File: src/rtl/seq_detect_pkg.sv
// Shared helpers for the parameterised serial pattern detector:
// state-width sizing and the longest prefix-suffix match used for next-state.
package seq_detect_pkg;

  localparam int MAX_W   = 16;
  localparam int MAX_K_W = $clog2(MAX_W + 1);

  function automatic int state_width(input int pat_w);
    return $clog2(pat_w + 1);
  endfunction

  // hist holds accepted bits with the newest at index 0; pat is right-aligned
  // with its first expected bit at pat_w-1. Returns the largest j <= limit.
  function automatic int prefix_suffix_len(
    input logic [MAX_W-1:0] hist,
    input logic [MAX_W-1:0] pat,
    input int               pat_w,
    input int               limit
  );
    int               best;
    logic [MAX_W-1:0] mask;
    logic [MAX_W-1:0] prefix;
    best = 0;
    for (int j = 1; j <= MAX_W; j++) begin
      if (j <= limit && j <= pat_w) begin
        mask   = {MAX_W{1'b1}} >> (MAX_W - j);
        prefix = pat >> (pat_w - j);
        if ((hist & mask) == (prefix & mask)) best = j;
      end
    end
    return best;
  endfunction

endpackage

File: src/rtl/seq_sat_counter.sv
// Saturating up-counter with synchronous clear, used for the match count.
module seq_sat_counter #(
  parameter int CNT_W = 8
) (
  input  logic             clk,
  input  logic             clear,
  input  logic             inc,
  output logic [CNT_W-1:0] value
);

  always_ff @(posedge clk) begin
    if (clear)
      value <= '0;
    else if (inc && value != {CNT_W{1'b1}})
      value <= value + CNT_W'(1);
  end

endmodule

File: src/rtl/seq_detect_param.sv
// Parameterised Moore serial pattern detector with runtime-loadable pattern,
// optional overlap and a saturating match counter.
module seq_detect_param #(
  parameter int               PAT_W    = 3,
  parameter logic [PAT_W-1:0] PAT_INIT = 3'b101,
  parameter bit               OVERLAP  = 1'b1,
  parameter int               CNT_W    = 8
) (
  input  logic             clk,
  input  logic             reset,
  input  logic             in,
  input  logic             in_valid,
  input  logic             cfg_we,
  input  logic [PAT_W-1:0] cfg_pattern,
  output logic             out,
  output logic [CNT_W-1:0] match_count,
  output logic [PAT_W-1:0] pattern_q
);
  import seq_detect_pkg::*;

  localparam int K_W = state_width(PAT_W);

  logic [K_W-1:0]   k;
  logic [K_W-1:0]   k_next;
  logic [PAT_W-1:0] hist;
  logic [PAT_W-1:0] hist_next;
  logic             enter_match;
  int               limit;

  // k is the matched-prefix length; without overlap a completed match
  // restarts the search as if nothing had been matched yet.
  always_comb begin
    k_next      = k;
    hist_next   = hist;
    enter_match = 1'b0;
    limit       = (int'(k) + 1 > PAT_W) ? PAT_W : int'(k) + 1;
    if (in_valid) begin
      hist_next = {hist[PAT_W-2:0], in};
      if (OVERLAP == 1'b0 && k == K_W'(PAT_W))
        k_next = (in == pattern_q[PAT_W-1]) ? K_W'(1) : '0;
      else
        k_next = K_W'(prefix_suffix_len(MAX_W'(hist_next), MAX_W'(pattern_q),
                                        PAT_W, limit));
      enter_match = (k_next == K_W'(PAT_W));
    end
  end

  always_ff @(posedge clk) begin
    if (reset) begin
      k         <= '0;
      hist      <= '0;
      pattern_q <= PAT_INIT;
      out       <= 1'b0;
    end else if (cfg_we) begin
      k         <= '0;
      hist      <= '0;
      pattern_q <= cfg_pattern;
      out       <= 1'b0;
    end else begin
      k         <= k_next;
      hist      <= hist_next;
      out       <= (k_next == K_W'(PAT_W));
    end
  end

  // A bit arriving with cfg_we is discarded, so it can never count as a match.
  seq_sat_counter #(
    .CNT_W(CNT_W)
  ) u_count (
    .clk  (clk),
    .clear(reset),
    .inc  (enter_match && !cfg_we),
    .value(match_count)
  );

endmodule

File: config.mk
export PLATFORM = sky130hd
export DESIGN_NAME = seq_detect_param
export DESIGN_NICKNAME = d
export VERILOG_FILES = /design/src/rtl/seq_detect_pkg.sv /design/src/rtl/seq_sat_counter.sv /design/src/rtl/seq_detect_param.sv
export SDC_FILE = /design/constraint.sdc
export NUM_CORES = 1
export LEC_CHECK = 0
export ABC_AREA = 1
export CAP_MARGIN = 20
export CORE_MARGIN = 2
export CORE_UTILIZATION = 52
export DETAILED_ROUTE_END_ITERATION = 7
export MAX_ROUTING_LAYER = met4
export PLACE_DENSITY = 0.8
export SKIP_LAST_GASP = 1
export SYNTH_ARGS = -nofsm -noshare
export SYNTH_HDL_FRONTEND = slang
export SYNTH_HIERARCHICAL = 1
export SYNTH_SLANG_ARGS = --single-unit
File: constraint.sdc
create_clock -name clk -period 2.6 [get_ports clk]
set_input_delay 0.52 -clock clk [delete_from_list [all_inputs] [get_ports clk]]
set_output_delay 0.52 -clock clk [all_outputs]
set_load 0.03 [all_outputs]
==> impl_metrics.json <==
{
  "status": "completed",
  "start_util_pct": 57.22,
  "post-route-period-util_pct": 76.84,
  "ys_warn_count": 6,
  "cts_setup_buffers": 0,
  "tightest_slew_ns": 0.3232,
  "synth_cell_types": 18,
  "min_to": "u_count/value[6]$_SDFFE_PP0P_",
  "syn_inst": 140,
  "finClkSkew_ns": 0.001264,
  "synthAdderAreaFrac_pct": 1.418,
  "drt-total-wl_mm": 1.962,
  "hp-start": "u_count/value[6]$_SDFFE_PP0P_",
  "ys_ff_latch": 16,
  "via_per_inst": 4.977,
  "synth_simple_gate_area_share_pct": 41.42,
  "die_y_um": 45.19,
  "ctsResizeCount": 0,
  "cts.path.max_buffers": 2,
  "grt_max_degree": 13,
  "crit_path_top_delay_cell": "clkdlybuf4s50_1",
  "synth_compound_area_share_pct": 10.21,
  "reg2reg_from": "pattern_q[2]$_SDFFE_PP1P_",
  "slew_viol_final": 0,
  "wl_per_cell_um": 11.08,
  "n_antenna_cell": 0,
  "syn_area_per_cell_um2": 6.301,
  "h-tree-depth": 1,
  "peakVddDrop_mv": 0.2609,
  "cp.required_ns": 2.08,
  "synth_mux_area_share_pct": 0,
  "vias": 881,
  "final_antenna_net_count": 0,
  "synth_xor_xnor_area_share_pct": 0,
  "io_pins": 20,
  "power_frac_comb_pct": 12.0,
  "clkTransAtPathRegs_ns": 0.09,
  "max-cap-violations": 0,
  "seqPwrFrac_pct": 57.6,
  "fin_util_pct": 71.59,
  "design.core.area_um2": 1541,
  "drive_above_1_share_pct": 9.317,
  "finalInstanceArea_um2": 1104,
  "grt_use_total_pct": 21.58,
  "p_int_uw": 326.5,
  "worstSetupPathType": "reg -> out",
  "setup_tns_ns": 0,
  "crit_family": "buffers and inverters",
  "netlist_area_um2": 882.1,
  "drc": 0,
  "nNetsFinal": 172,
  "arrival_ns": 1.48,
  "synthToLayoutAreaGrowth_pct": 25.11,
  "p_sw_uw": 113.9,
  "grt_pass1_wl_mm": 3.098,
  "hold_buffers": 0,
  "critPathBufInv": 1,
  "setup_viol": 0,
  "routabilityCongestion": 0.8727,
  "synth_top_family_by_area": "simple AND/OR/NAND/NOR gates",
  "rows": 14,
  "portBuffers": 19,
  "drt-initial-drc-count": 25,
  "fillers": 154,
  "grt_pass1_vias": 766,
  "start_kind": "flip-flop",
  "cts_tree": "done",
  "grt-ovfl-total": 0,
  "endpoint_kind": "output pin",
  "numClockSinks": 16,
  "numCtsBuffers": 3,
  "post-dp-hpwl_mm": 1.478,
  "cp.depth": 1,
  "dpl_cell_area_um2": 1081,
  "relSlewSlack_pct": 78.38,
  "rrSetupSlack_ns": 1.03,
  "clkPwrFrac_pct": 30.4,
  "syn_nets": 149,
  "hold_viol_final": 0,
  "fmax_mhz": 500.5,
  "p_leak_nw": 0.5031,
  "crit_chain": "clkdlybuf4s50_1",
  "dieArea_um2": 2042,
  "holdPathStages": 2,
  "rsz0062_at_grt": "false",
  "dr.pass1.iters": 4,
  "swShare_pct": 25.86,
  "r2r-end": "u_count/value[4]$_SDFFE_PP0P_",
  "critical_path.max_fanout": 7,
  "layout_commonest_cell": "nand2_1",
  "total_power_uw": 440.4,
  "cts_root_buffer": "clkbuf_4",
  "antenna_found_initial": 0,
  "cellPowerDensity_nw_per_um2": 399.1,
  "die_w_um": 45.19,
  "critPathMaxStageDelay_ns": 0.72,
  "min_period_ns": 1.998,
  "clock_latency_ns": 0.29,
  "final_cell_mix": "nand2_1, nor2_1, clkdlybuf4s50_1",
  "r2r_cells": 12,
  "ys_seq_area_share_pct": 36.31,
  "hp-class": "reg -> reg"
}
-- cells in the mapped netlist (all sizes together) --
library cell   n  share of area, %
a21oi         12               6.8
buf            2               2.1
dfxtp         16                36
ha             1               1.4
inv           20               8.5
nand2         39                17
nand3         11               7.9
nand3b         1               1.3
nand4          1              0.71
nor2          30                14
nor2b          1              0.71
o21ai          6               3.4
-- worst max path at each step --
stage / startpoint / end / slack [ns]
global route: in_valid / u_count/value[4]$_SDFFE_PP0P_ / 0.50
global placement: in_valid / u_count/value[4]$_SDFFE_PP0P_ / 0.44
detailed placement: in_valid / u_count/value[4]$_SDFFE_PP0P_ / 0.35
floorplan: pattern_q[2]$_SDFFE_PP1P_ / u_count/value[3]$_SDFFE_PP0P_ / 0.88
CTS: u_count/value[3]$_SDFFE_PP0P_ / match_count[3] / 0.60
finish: u_count/value[3]$_SDFFE_PP0P_ / match_count[3] / 0.60
-- routing by layer --
layer | vias up | GRT usage, % | part of all wire, %
li1 | 476 | - | -
met1 | 374 | 28.26 | 50
met2 | 26 | 32.00 | 43
met3 | 5 | 4.000 | 5.1
met4 | 0 | 10.00 | 1.6
met5 | - | - | 0
-- registers in the layout (all words and copies together), names as in the netlist --
name and flops:
out 1, hist 2, pattern_q 3, k 2, u_count/value 8
-- stage by stage --
| step | std cells | hold slack [ns] | worst slack [ns] |
|---|---|---|---|
| floorplan | 140 | 0.4784 | 0.8767 |
| global placement | 174 | 0.4698 | 0.4424 |
| detailed placement | 174 | 0.4798 | 0.3538 |
| CTS | 177 | 0.4958 | 0.5955 |
| global route | 177 | 0.5397 | 0.5049 |
| finish | 177 | 0.4888 | 0.6022 |
-- cell type report --
cell class	count	area, µm²	area share [%]
multi-input cells	102	467.9	42.40
repair buffers	20	197.7	17.91
clock buffers	3	22.52	2.041
inverters	20	75.07	6.803
well taps	16	20.02	1.814
flip-flops and latches	16	320.3	29.02
-- cells by family after synthesis --
family                   count (synthesis)
adder cells (fa/ha/maj)                  1
AO/OA/AOI/OAI                           18
flip-flops                              16
AND/OR/NAND/NOR                         83
buffers and inverters                   22
-- power groups by stage --
stage	logic, mW	clock network, mW	registers [mW]
final	0.0528	0.134	0.254
after global routing	0.0582	0.145	0.255
after CTS	0.0526	0.136	0.254
after detailed placement	0.0523	0	0.259
after global placement	0.0510	0	0.259
after floorplan	0.0213	0	0.265
Power figures use the tool's default switching activity.
